<file path="config.mk">
export PLATFORM = sky130hd
export DESIGN_NAME = aes_state_seq
export DESIGN_NICKNAME = d
export VERILOG_FILES = /design/src/rtl/aes_seq_pkg.sv /design/src/rtl/aes_row_rot.sv /design/src/rtl/aes_state_seq.sv
export SDC_FILE = /design/constraint.sdc
export NUM_CORES = 1
export LEC_CHECK = 0
export CAP_MARGIN = 5
export CORE_UTILIZATION = 51
export DETAILED_ROUTE_END_ITERATION = 6
export GPL_ROUTABILITY_DRIVEN = 0
export HOLD_SLACK_MARGIN = 0.12
export PLACE_DENSITY_LB_ADDON = 0.05
export SYNTH_ARGS = -nofsm -noshare
export SYNTH_HDL_FRONTEND = slang
export SYNTH_SLANG_ARGS = --single-unit
</file>
<file path="constraint.sdc">
create_clock -name clk -period 3 [get_ports clk]
set_input_delay 0.3 -clock clk [delete_from_list [all_inputs] [get_ports clk]]
set_output_delay 0.3 -clock clk [all_outputs]
set_load 0.1 [all_outputs]
</file>
<file path="src/rtl/aes_seq_pkg.sv">
// Shared types, state codes and column slice helpers for the AES state sequencer.
package aes_seq_pkg;

  localparam int OP_W   = 3;
  localparam int COL_W  = 32;
  localparam int BYTE_W = 8;
  localparam int BLK_W  = 128;

  typedef enum logic [OP_W-1:0] {
    OP_LOAD   = 3'd0,
    OP_SHIFT  = 3'd1,
    OP_COLX   = 3'd2,
    OP_UNLOAD = 3'd3,
    OP_ADDKEY = 3'd4
  } op_e;

  localparam logic [2:0] ST_IDLE     = 3'd0;
  localparam logic [2:0] ST_LOAD     = 3'd1;
  localparam logic [2:0] ST_SHIFT    = 3'd2;
  localparam logic [2:0] ST_COLX     = 3'd3;
  localparam logic [2:0] ST_UNLD_RD  = 3'd4;
  localparam logic [2:0] ST_UNLD_OUT = 3'd5;
  localparam logic [2:0] ST_FIN      = 3'd6;

  // Column c lives at bits [127-32c -: 32], row 0 in the top byte.
  function automatic logic [COL_W-1:0] get_col(input logic [BLK_W-1:0] blk,
                                               input logic [1:0] c);
    case (c)
      2'd0:    return blk[127:96];
      2'd1:    return blk[95:64];
      2'd2:    return blk[63:32];
      default: return blk[31:0];
    endcase
  endfunction

  function automatic logic [BLK_W-1:0] set_col(input logic [BLK_W-1:0] blk,
                                               input logic [1:0] c,
                                               input logic [COL_W-1:0] col);
    logic [BLK_W-1:0] r;
    r = blk;
    case (c)
      2'd0:    r[127:96] = col;
      2'd1:    r[95:64]  = col;
      2'd2:    r[63:32]  = col;
      default: r[31:0]   = col;
    endcase
    return r;
  endfunction

endpackage

</file>
<file path="src/rtl/aes_row_rot.sv">
// Combinational byte rotator for one 32-bit matrix row; dir = 0 rotates left, 1 right.
module aes_row_rot (
  input  logic [31:0] row_in,
  input  logic [1:0]  amount,
  input  logic        dir,
  output logic [31:0] row_out
);

  logic [1:0] amt_l;

  // A right rotation by n bytes is a left rotation by 4-n.
  always_comb begin
    amt_l = dir ? (2'd0 - amount) : amount;
    case (amt_l)
      2'd0:    row_out = row_in;
      2'd1:    row_out = {row_in[23:0], row_in[31:24]};
      2'd2:    row_out = {row_in[15:0], row_in[31:16]};
      default: row_out = {row_in[7:0],  row_in[31:8]};
    endcase
  end

endmodule

</file>
<file path="src/rtl/aes_state_seq.sv">
// Command sequencer stepping the 4x4 AES state matrix one row/column per cycle.
// Optional ADD_KEY op and round_key port are enabled by AES_STATE_SEQ_ADDKEY_EN.
//
// state       | meaning
// IDLE        | waiting for a command, cmd_ready high
// LOAD        | writing load block columns 0..3
// SHIFT       | rotating rows 1..3 in place
// COLX        | column 0..3 through xf_out (or key XOR for ADD_KEY)
// UNLD_RD     | reading columns 0..3 into out_data
// UNLD_OUT    | presenting out_data until accepted
// FIN         | done pulse (with err for an illegal op)
module aes_state_seq
  import aes_seq_pkg::*;
#(
  parameter bit INV_SHIFT = 1'b0
) (
  input  logic               clk,
  input  logic               reset_n,
  input  logic               cmd_valid,
  output logic               cmd_ready,
  input  logic [OP_W-1:0]    cmd_op,
  input  logic [BLK_W-1:0]   load_data,
`ifdef AES_STATE_SEQ_ADDKEY_EN
  input  logic [BLK_W-1:0]   round_key,
`endif
  output logic               out_valid,
  input  logic               out_ready,
  output logic [BLK_W-1:0]   out_data,
  output logic               done,
  output logic               err,
  output logic [COL_W-1:0]   mat_col_in,
  output logic [1:0]         mat_in_idx,
  output logic               mat_in_row_col,
  output logic               mat_we,
  output logic [1:0]         mat_out_idx,
  output logic               mat_out_row_col,
  input  logic [COL_W-1:0]   mat_rd,
  output logic [COL_W-1:0]   xf_in,
  input  logic [COL_W-1:0]   xf_out
);

  logic [2:0]       state_q, state_d;
  logic [1:0]       cnt_q, cnt_d;
  logic [BLK_W-1:0] blk_q, blk_d;
  logic [BLK_W-1:0] out_q, out_d;
  logic             ill_q, ill_d;
  logic [1:0]       row_sel;
  logic [COL_W-1:0] rot_row;
  logic [COL_W-1:0] colx_data;

`ifdef AES_STATE_SEQ_ADDKEY_EN
  logic [BLK_W-1:0] key_q, key_d;
  logic             addkey_q, addkey_d;
`endif

  assign row_sel = cnt_q + 2'd1;

  aes_row_rot u_rot (
    .row_in  (mat_rd),
    .amount  (row_sel),
    .dir     (INV_SHIFT),
    .row_out (rot_row)
  );

`ifdef AES_STATE_SEQ_ADDKEY_EN
  assign colx_data = addkey_q ? (mat_rd ^ get_col(key_q, cnt_q)) : xf_out;
`else
  assign colx_data = xf_out;
`endif

  always_comb begin
    state_d = state_q;
    cnt_d   = cnt_q;
    blk_d   = blk_q;
    out_d   = out_q;
    ill_d   = ill_q;
`ifdef AES_STATE_SEQ_ADDKEY_EN
    key_d    = key_q;
    addkey_d = addkey_q;
`endif
    case (state_q)
      ST_IDLE: begin
        if (cmd_valid) begin
          cnt_d = 2'd0;
          blk_d = load_data;
          ill_d = 1'b0;
`ifdef AES_STATE_SEQ_ADDKEY_EN
          key_d    = round_key;
          addkey_d = (cmd_op == OP_ADDKEY);
`endif
          case (cmd_op)
            OP_LOAD:   state_d = ST_LOAD;
            OP_SHIFT:  state_d = ST_SHIFT;
            OP_COLX:   state_d = ST_COLX;
            OP_UNLOAD: state_d = ST_UNLD_RD;
`ifdef AES_STATE_SEQ_ADDKEY_EN
            OP_ADDKEY: state_d = ST_COLX;
`endif
            default: begin
              state_d = ST_FIN;
              ill_d   = 1'b1;
            end
          endcase
        end
      end
      ST_LOAD, ST_COLX: begin
        cnt_d = cnt_q + 2'd1;
        if (cnt_q == 2'd3) state_d = ST_FIN;
      end
      ST_SHIFT: begin
        cnt_d = cnt_q + 2'd1;
        if (cnt_q == 2'd2) state_d = ST_FIN;
      end
      ST_UNLD_RD: begin
        cnt_d = cnt_q + 2'd1;
        out_d = set_col(out_q, cnt_q, mat_rd);
        if (cnt_q == 2'd3) state_d = ST_UNLD_OUT;
      end
      ST_UNLD_OUT: if (out_ready) state_d = ST_FIN;
      default:     state_d = ST_IDLE;
    endcase
  end

  always_comb begin
    mat_we          = 1'b0;
    mat_col_in      = '0;
    mat_in_idx      = cnt_q;
    mat_in_row_col  = 1'b0;
    mat_out_idx     = cnt_q;
    mat_out_row_col = 1'b0;
    case (state_q)
      ST_LOAD: begin
        mat_we         = 1'b1;
        mat_in_row_col = 1'b1;
        mat_col_in     = get_col(blk_q, cnt_q);
      end
      ST_SHIFT: begin
        mat_we      = 1'b1;
        mat_in_idx  = row_sel;
        mat_out_idx = row_sel;
        mat_col_in  = rot_row;
      end
      ST_COLX: begin
        mat_we          = 1'b1;
        mat_in_row_col  = 1'b1;
        mat_out_row_col = 1'b1;
        mat_col_in      = colx_data;
      end
      ST_UNLD_RD: mat_out_row_col = 1'b1;
      default: ;
    endcase
  end

  assign xf_in     = mat_rd;
  assign cmd_ready = (state_q == ST_IDLE);
  assign out_valid = (state_q == ST_UNLD_OUT);
  assign out_data  = out_q;
  assign done      = (state_q == ST_FIN);
  assign err       = (state_q == ST_FIN) & ill_q;

  always_ff @(posedge clk or negedge reset_n) begin
    if (!reset_n) begin
      state_q <= ST_IDLE;
      cnt_q   <= 2'd0;
      blk_q   <= '0;
      out_q   <= '0;
      ill_q   <= 1'b0;
    end else begin
      state_q <= state_d;
      cnt_q   <= cnt_d;
      blk_q   <= blk_d;
      out_q   <= out_d;
      ill_q   <= ill_d;
    end
  end

`ifdef AES_STATE_SEQ_ADDKEY_EN
  always_ff @(posedge clk or negedge reset_n) begin
    if (!reset_n) begin
      key_q    <= '0;
      addkey_q <= 1'b0;
    end else begin
      key_q    <= key_d;
      addkey_q <= addkey_d;
    end
  end
`endif

endmodule

</file>
### Yosys cells after proc, flatten, opt, wreduce, memory -nomap -nowiden

Cells that the tools add are included.

* input bits: 199
* logic and storage cells: 65
* register bits: 262

* $add $sub $neg: 1
* muxes and demuxes: 17
* bitwise logic cells: 2
* equality and inequality tests: 19
* reduce and logical (&&, ||, !) cells: 18

Operators with widths (number)
* 32-bit case mux with 3 select lines: 3
* 3-bit two-way mux: 5
* 3-bit case mux with 5 select lines: 1
* 3-bit by 2-bit equality test with 1-bit output, second input constant: 4
* 3-bit case mux with 4 select lines: 1
* 2-bit AND reduction: 6
* 3-bit equality test, second input constant: 3
* 4-bit OR reduction: 2
* 2-bit equality test, second input constant: 3
* 3-bit by 1-bit equality test with 1-bit output, second input constant: 2
* 3-bit logical NOT: 2
* 2-bit inequality test, second input constant: 3
* 3-bit OR reduction: 2
* 5-bit AND reduction: 1
* 2-bit by 1-bit equality test with 1-bit output, second input constant: 2
* 2-bit logical NOT: 2
* 1-bit two-way mux: 4
* 2-bit two-way mux: 2
* 2-bit by 1-bit inequality test with 1-bit output, second input constant: 2
* 2-bit case mux with 2 select lines: 1
* 2-bit OR reduction: 2
* 2-bit by 1-bit adder with 2-bit output, second input constant: 1
* 2-bit nonzero test: 1
* 1-bit AND: 1
* 1-bit NOT: 1

### Logic depth before layout (Yosys ltp)

* word-level depth: 4
* mapped depth: 7

### By module

A second synthesis with hierarchy kept.

* cell total of the unflattened synthesis: 943
* area total of the unflattened synthesis: 12578.3 sq um

By module, submodules not included
* aes_state_seq: cells each 828, area each 11614.9 sq um, sequential area each 6556.3 sq um, times used 1
* aes_row_rot: cells each 115, area each 963.4 sq um, sequential area each 0.0 sq um, times used 1

### Worst setup path before layout

Ideal clock, no wire load.

* path type: register -> output
* start point: register state_q[0]
* end point: output mat_out_idx[0]
* data arrival time: 3.311 ns
* setup slack: -0.611 ns
* stages on the path, launching flop included: 7
* cell sequence: dfrtp_1 buf_4 or3b_1 buf_2 buf_6 xnor2_1 buf_4

* longest elaborated chain between the ends: 2

Ends and longest elaborated chain
* start: declaration: line aes_state_seq.sv:42 `logic [2:0] state_q, state_d;`
* start signal: assignment: line aes_state_seq.sv:169 `state_q <= state_d;`
* 3-bit by 2-bit equality test with 1-bit output
* 2-bit two-way mux
* end: declaration: line aes_state_seq.sv:35 `output logic [1:0] mat_out_idx,`

Every way passes these cells.

### Worst setup path in the final report

* start point: register cnt_q[0]
* end point: output mat_col_in[11]

* longest elaborated chain between the ends: 4
* elaborated cells between the ends (all ways): 10
* those cells by class: add/sub (1); eq/ne (4); mux (3); reduce/logical (2)

Ends and longest elaborated chain
* start: declaration: line aes_state_seq.sv:43 `logic [1:0] cnt_q, cnt_d;`
* start signal: assignment: line aes_state_seq.sv:170 `cnt_q <= cnt_d;`
* 2-bit by 1-bit adder with 2-bit output: line aes_state_seq.sv:56 `assign row_sel = cnt_q + 2'd1;`
* 2-bit equality test (tied with other cells): line aes_row_rot.sv:14 `case (amt_l)`
* 32-bit case mux with 3 select lines: line aes_row_rot.sv:14
* 32-bit case mux with 3 select lines (*): line aes_state_seq.sv:131 `case (state_q)`
* end: declaration: line aes_state_seq.sv:31 `output logic [COL_W-1:0] mat_col_in,`

Mark *: on every way between the ends. The rest lies on a longest branch, timed or not.

==> impl_metrics.toml <==
[yosys]
synth_area_um2 = 12790
ys_ff_latch = 262
yosys_most_used_dff = "sky130_fd_sc_hd__dfrtp_1"
mappedNetlistNets = 1180
synth-warning-count = 0
post_synth_inst_count = 975
synth.largest_area_cell = "sky130_fd_sc_hd__dfrtp_1"
netlist.area_leader.share_pct = 51.26
synthArstFlopShare_pct = 100.0
number_of_flops_mapped_to_enable_cells_by_yosys = 0
postSynthAreaPerCell_um2 = 13.12
synthTopCellsByArea = "sky130_fd_sc_hd__dfrtp_1 (51%), sky130_fd_sc_hd__mux2_2 (22%), sky130_fd_sc_hd__a221oi_2 (6.8%)"
synth_sequential_area_ratio_pct = 51.26
synthDistinctLibCells = 39

[route]
routed_via_count = 9697
detail_routed_via_count_per_cell = 5.748
route.antenna.remaining_nets = 0
drt_pre_antenna_iters = 6
detail_route.wl_per_cell_um = 23.54
drc_errors = 0
routed_wirelength_um = 39720
detail_route.iter0.violations = 685

[grt]
pin_count_of_the_biggest_net_entering_global_routing = 98
grt_util_all_layers_pct = 30.54
grt_pass1_wl_um = 59740
grt_remaining_overflow = 0
via_count_of_the_first_global_routing_pass = 9896
antenna_found_initial = 8

[critical_path]
cp_cell_sequence = "clkinvlp_4 > ha_1 > buf_12 > a22oi_1 > a221oi_2 > a211o_1 > buf_12"
path_buf_inv = 3
crit_path_max_fanout = 34
worst_ep_required_time_ps = 2700
cpMaxStageDelayCell = "sky130_fd_sc_hd__dfrtp_2"
cp_slowest_stage_delay_ps = 450
cp_top_family = "compound AO/OA/AOI/OAI gates"
crit_top_cell = "sky130_fd_sc_hd__buf_12"
timing.critical_path.arrival_ps = 2620
crit_path_start_kind = "flop"
critPathCaptureType = "output port"
worst-setup-path-type = "flop to output port"

[die]
die_h_um = 160.4
io_pins = 402
area_of_the_core_um2 = 24460
rows = 57
die_width_um = 160.4
dieArea_um2 = 25720
initial_core_util_pct = 52.28

[cells_and_area]
post_route_cells_drive_above_1_share_pct = 41.68
design_area_um2 = 18150
layout_common_cells = "sky130_fd_sc_hd__dfrtp_1 (260), sky130_fd_sc_hd__clkdlybuf4s50_1 (256), sky130_fd_sc_hd__mux2_2 (249)"
synthToLayoutAreaGrowth_pct = 41.90
commonest_non_fill_non_tap_cell_in_the_layout = "sky130_fd_sc_hd__dfrtp_1"
instances_no_fill = 1687
num-nets-final = 1541
layout.core_utilization_pct = 74.19

[sta]
finalSetupViolations = 0
worst_clock_skew_ps = 7.815
timing.max_slew.rel_slack_pct = 34.19
fmaxAchievable_ghz = 0.3419
layout_min_cycle_time_ps = 2925
min_period_over_period_pct = 97.49
worst_slew_pin_slew_ps = 984.1
drv_slew = 0
hold_viol_final = 0

[clock_network]
htree_num_levels = 1
clock_tree.buffer_depth = 3
clock-root-buffer = "sky130_fd_sc_hd__clkbuf_16"
tritoncts = "built"
cts-buffers-inserted = 28
tritoncts_num_sinks = 262
clk-insertion-delay-late_ps = 530
cts.clk_slew.worst_paths_ps = 60

[placed_design]
place_inst = 1623
placed_area_um2 = 16980
numPortBuffers = 401
dpl.hpwl_um = 28310

[outcome]
outcome = "completed"

[job]
maxCapViolations = 0

[worst_hold_path]
min-delay-path-class = "primary input to flop"
==> layout make-up <==
cell class	count	area (um2)
Sequential cell	262	6559
Antenna cell	5	12.51
Inverter	68	259.0
Fill cell	1706	6314
Timing Repair Buffer	446	4576
Multi-Input combinational cell	530	5359
Clock inverter	12	141.4
Tap cell	324	405.4
Clock buffer	40	837.1
==> Yosys cell counts (all sizes together) (2+ instances only) <==
| master | instances |
|---|---|
| a211o | 32 |
| a21oi | 66 |
| a221oi | 64 |
| a22oi | 64 |
| and3 | 5 |
| buf | 79 |
| clkbuf | 36 |
| dfrtp | 262 |
| ha | 6 |
| inv | 68 |
| mux2 | 258 |
| nand2b | 3 |
| nor2 | 9 |
| nor3 | 3 |
| o21ai | 3 |
| or3b | 2 |
==> flip-flops by register name, indices dropped and copies added (netlist names) <==
register  cells
blk_q       128
state_q       3
out_data    128
ill_q         1
cnt_q         2
==> per-layer routing <==
metal	part of all wire, %	up-vias	GRT usage, %	wire [um]
met3	7.1	124	7.774	2806
met2	47	417	48.75	18850
li1	-	4282	-	-
met1	40	4870	38.35	15800
met5	0.063	-	0	25
met4	5.6	4	16.15	2227
==> cells by family after synthesis <==
family | after synthesis | synth area share [%]
adders and majority gates | 6 | 0.5870
and+or+nand+nor | 26 | 1.164
muxes | 258 | 22.75
xor gates and xnor gates | 2 | 0.1370
buffers and inverters | 183 | 7.670
AOI/OAI and AO/OA | 238 | 16.44
DFF | 262 | 51.26
==> per-stage QoR <==
stage	setup WS [ps]	setup TNS [ps]	hold WS, ps
after CTS	28.39	0	362.8
after floorplan	121.4	0	4.409
after global placement	389.9	0	405.1
after global routing	-2.519	-2.519	371.1
after detailed placement	345.2	0	396.9
final	75.28	0	376.4
==> repair_timing <==
item	4_1_cts	5_1_grt
pin swaps	1	1
setup buffers	2	2
setup endpoints to repair	30	17
gates cloned	0	2
hold buffers	1	0
hold endpoints to repair	92	0
resized for setup	5	9
==> worst paths after layout <==
path,cells after the start,from,slack [ps],to
setup / recovery,7,cnt_q[0],80,mat_col_in[11]
hold / removal,2,load_data[75],380,blk_q[75]
setup reg to reg,6,cnt_q[0],640,out_data[12]
hold reg to reg,1,out_data[79],480,out_data[79]
max in group asynchronous,3,reset_n,1850,blk_q[52]
min in group asynchronous,2,reset_n,400,out_data[103]
Power is left out: the tool's default activity adds up to more than one toggle a clock period on the data nets, which glitch-free logic cannot reach.
==> RTL change 1: new RTL, same flow settings <==
Change the parameter `INV_SHIFT` from 1'b0 to 1'b1.
--- a/src/rtl/aes_state_seq.sv
+++ b/src/rtl/aes_state_seq.sv
@@ -14,3 +14,3 @@
 #(
-  parameter bit INV_SHIFT = 1'b0
+  parameter bit INV_SHIFT = 1'b1
 ) (
Behaviour: not the same (a bounded check fails within 4 cycles, from zero or initial values and one cycle with reset_n low).
==> RTL change 1 against the unedited design <==
Cell area is 0.37% lower. Area after synthesis is 1.4% lower. First-iteration DRC count down 8.6%. Synthesized cell count increased by 0.10%. Sequential cell count is the same. Setup slack got worse by 0.011 ns. Fmax is 0.39% lower. Routed wire length is 0.61% lower.
Power is not shown: default switching activity piles up to over one toggle a cycle in this logic, so the estimate is an artifact.
==> RTL change 1: results (changes against the unedited design) <==
| Parameter | This run | Unit | Delta |
|---|---|---|---|
| Path class of the lowest-slack min-delay path | in -> async | - |  |
| Worst slew slack as a fraction of its limit | 32.0 | % | -2.2 points |
| Largest net degree at the start of global routing | 84 | - | -14% |
| Most common library cells after synthesis | sky130_fd_sc_hd__dfrtp_1, sky130_fd_sc_hd__mux2_1, sky130_fd_sc_hd__a21oi_1 | - |  |
| Clock Root Buffer | sky130_fd_sc_hd__clkbuf_16 | - |  |
| Post-synthesis compound-gate area fraction | 13.9 | % | -2.5 points |
| Met3 global-route usage | 5.97 | % | -1.8 points |
| Number of buffers inserted for hold repair after clock tree synthesis | 1 | - | unchanged |
| Detailed-route vias per instance | 5.78 | - | +0.50% |
| Clk pin slew, worst setup/hold paths | 0.06 | ns | about the same |
| Critical path data arrival time | 2.64 | ns | +0.02 ns |
| Number of detailed-route iterations in the first pass | 6 | - | unchanged |
| HPWL reported at the end of detailed placement | 28600 | um | +0.98% |
| First-pass GRT wire length | 60800 | um | +1.7% |
| Layout cells sized above 1 | 23.4 | % | -18 points |
| Share of synthesized area spent on multiplexers | 23.2 | % | +0.49 points |
| Met1 WL | 15800 | um | about the same |
| Grt met1 use | 40.0 | % | +1.6 points |
| Sequential element share of the synthesized area | 52.0 | % | +0.74 points |
| Worst clock skew | 0.0224 | ns | +0.0146 ns |
| Top post-synthesis cells by area | sky130_fd_sc_hd__dfrtp_1, sky130_fd_sc_hd__mux2_1, sky130_fd_sc_hd__a22oi_1 | - |  |
| Number of DRC violations after detailed-routing iteration 0 | 626 | - | -8.6% |
| Cell Area, Placed | 0.0169 | mm^2 | -0.68% |
| Cell variety after synth | 42 | - | +7.7% |
| Status | finished clean | - |  |
| Highest metal used | met4 | - |  |
| All-Layer GR Usage | 31.4 | % | +0.86 points |
| Number of placed instances with taps included | 1638 | - | +0.92% |
| Vias in the first global route | 9834 | - | -0.63% |
| Max Fanout on Critical Path | 11 | - | -68% |
| Net Count, Synth | 1181 | - | +0.085% |
| Syn Inst Count | 976 | - | +0.10% |
| Number of antenna violations at the first check in global routing | 4 | - | -4 |
| Post-cts repair resize count | 18 | - | +13 |
| Post-Place Setup Slack | 0.325 | ns | -0.0206 ns |
| Global routing usage on met2 | 51.8 | % | +3.0 points |
| Layout filler cell count | 1657 | - | -2.9% |
| WL met3 | 2530 | um | -9.9% |
| Area share of fa/ha/maj cells after synthesis | 0.595 | % | +0.0085 points |
| Detail Route met2 WL | 19400 | um | +2.9% |
| Inserted Clock Buffers | 28 | - | unchanged |
| Per-cell routed wire length | 23.2 | um | -1.3% |
| Filler-free cell count of the finished design | 1699 | - | +0.71% |
| Path depth of the worst reg2reg path | 6 | - | unchanged |
| Slowest CP cell | sky130_fd_sc_hd__dfrtp_1 | - |  |
| Area share of xor/xnor cells in the synthesized design | 0.139 | % | +0.0020 points |
| Cell family contributing the most delay on the critical path | buffers and inverters | - |  |
## RTL change 1: cells by family after synthesis
kind of cell | after synthesis
multiplexers | 260
buffers and inverters | 151
flip-flops | 262
AND/OR/NAND/NOR | 57
AO/OA/AOI/OAI | 238
XOR/XNOR | 2
adder cells (fa/ha/maj) | 6
## RTL change 1: path summary, 6_finish.rpt
check / end / start / slack (ns)
max: mat_col_in[12] / cnt_q[1] / 0.06
min: out_data[54] / reset_n / 0.35
max reg2reg: out_data[110] / cnt_q[1] / 0.72
min reg2reg: out_data[33] / out_data[33] / 0.48
max in group asynchronous: blk_q[123] / reset_n / 1.77
min in group clk: blk_q[26] / load_data[26] / 0.35
## RTL change 1: final cells by class
class	count	area (um^2)	area share [%]
multi-input cells	563	5300	29.3
repair buffers	459	4680	25.9
diodes	5	12.5	0.0692
flip-flops and latches	262	6560	36.3
inverters	35	131	0.727
clock inverters	11	139	0.768
well taps	324	405	2.24
clock buffers	40	857	4.74
==> RTL change 2: new RTL, same settings <==
Made on the original files. Put a register stage on the output `err`, without a reset. The value now appears one clock later. The other outputs are not delayed to match.
--- a/src/rtl/aes_state_seq.sv
+++ b/src/rtl/aes_state_seq.sv
@@ -158,3 +158,5 @@
   assign done      = (state_q == ST_FIN);
-  assign err       = (state_q == ST_FIN) & ill_q;
+  always_ff @(posedge clk) begin
+    err <= (state_q == ST_FIN) & ill_q;
+  end
 
Function: changed (Yosys sat finds a counterexample within 4 cycles, from zero or initial values and one cycle with reset_n low).
==> RTL change 2 against the unedited design <==
Final cell count rose by 2.5%. Count of clock-buffer cells in the layout up 5. Routed wire length is 0.67% lower. Global-route usage rose by 0.23 points. Die area is 1.2% lower. Cell area fell by 0.68%. Sequential cell count rose by 1. Clock skew rose by 0.011 ns. Area after synthesis down 1.2%. Sequential share of layout area up 0.36 points. Setup slack lost 0.030 ns. Hold slack lost 0.087 ns. Critical path type unchanged.
Power is not shown: default switching activity piles up to over one toggle a cycle in this logic, so the estimate is an artifact.
==> RTL change 2: results (changes against the unedited design) <==
| Parameter | This run | Unit | Delta |
|---|---|---|---|
| Status | finished clean | - |  |
| Path class of the lowest-slack min-delay path | in -> async | - |  |
| Number of DRC violations after detailed-routing iteration 0 | 808 | - | +18% |
| Total Routed Length | 39500 | um | -0.67% |
| Net Count, Synth | 1222 | - | +3.6% |
| All-Layer GR Usage | 30.8 | % | +0.23 points |
| Sequential element share of the synthesized area | 52.0 | % | +0.79 points |
| Layout cells sized above 1 | 31.6 | % | -10 points |
| HPWL reported at the end of detailed placement | 28400 | um | +0.25% |
| Cell variety after synth | 40 | - | +2.6% |
| Layout filler cell count | 1651 | - | -3.2% |
| Syn Inst Count | 1017 | - | +4.3% |
| Path depth of the worst reg2reg path | 7 | - | +1 |
| First-pass GRT wire length | 60600 | um | +1.5% |
| Most common library cells after synthesis | sky130_fd_sc_hd__dfrtp_1, sky130_fd_sc_hd__mux2_2, sky130_fd_sc_hd__mux2_1 | - |  |
| Worst clock skew | 0.0185 | ns | +0.0107 ns |
| Top post-synthesis cells by area | sky130_fd_sc_hd__dfrtp_1, sky130_fd_sc_hd__mux2_2, sky130_fd_sc_hd__mux2_1 | - |  |
| Count of vias placed by the detailed router | 10100 | - | +3.7% |
| Delay of the slowest critical-path stage | 0.49 | ns | +0.04 ns |
| Number of antenna violations at the first check in global routing | 5 | - | -3 |
| Worst slew slack as a fraction of its limit | 32.0 | % | -2.2 points |
| Number of placed instances with taps included | 1665 | - | +2.6% |
| Largest net degree at the start of global routing | 72 | - | -27% |
| Post-synth ARST share | 99.6 | % | -0.38 points |
| Critical path data arrival time | 2.65 | ns | +0.03 ns |
| Area share of fa/ha/maj cells after synthesis | 0.594 | % | +0.0072 points |
| Inserted Clock Buffers | 29 | - | +3.6% |
RTL change 2: routing by layer:
layer / global-route usage, % / part of all wire (%)
met2: 51.8 / 50
met3: 4.95 / 6.6
met4: 10.3 / 3.1
met5: 0 / 0
met1: 40.7 / 40
RTL change 2: worst min-delay path by stage:
stage                   endpoint  slack (ns)  cells past startpoint
CTS                 out_data[20]        0.30                      2
global route        out_data[20]        0.32                      2
global placement    out_data[20]        0.27                      1
floorplan               blk_q[0]       0.004                      0
finish              out_data[20]        0.29                      2
detailed placement  out_data[20]        0.27                      1
RTL change 2: cell type report:
type,count,area (um^2),area share [%]
multi-input cells,564,5220,29.0
clock inverters,9,78.8,0.437
well taps,324,405,2.25
inverters,68,255,1.42
repair buffers,451,4620,25.6
diodes,5,12.5,0.0694
flip-flops and latches,263,6580,36.5
clock buffers,45,856,4.75
RTL change 2: per-stage QoR:
step	utilization (%)	hold slack (ns)	setup WS (ns)	area, um^2
floorplan	-	0.00441	0.0607	12600
global placement	69.3	0.267	0.417	16900
detailed placement	69.3	0.267	0.377	16900
CTS	73.6	0.299	-0.0281	17900
global route	74.1	0.323	-0.00809	18000
finish	74.1	0.290	0.0451	18000
RTL change 2: worst register-to-register path, cell delays in order (launching register included):
cell and delay [ns]:
sky130_fd_sc_hd__dfrtp_2 0.49, sky130_fd_sc_hd__inv_2 0.14, sky130_fd_sc_hd__ha_2 0.27, sky130_fd_sc_hd__buf_4 0.22
sky130_fd_sc_hd__buf_4 0.15, sky130_fd_sc_hd__and3_2 0.15, sky130_fd_sc_hd__buf_4 0.38, sky130_fd_sc_hd__mux2_2 0.43
RTL change 2: what timing repair did:
item,in CTS,in global routing
buffers inserted,0,3
hold buffers,1,0
gates resized for setup,16,14
pin swaps,1,2
gates cloned,0,1
hold endpoints to repair,56,0
setup endpoints to repair,32,29
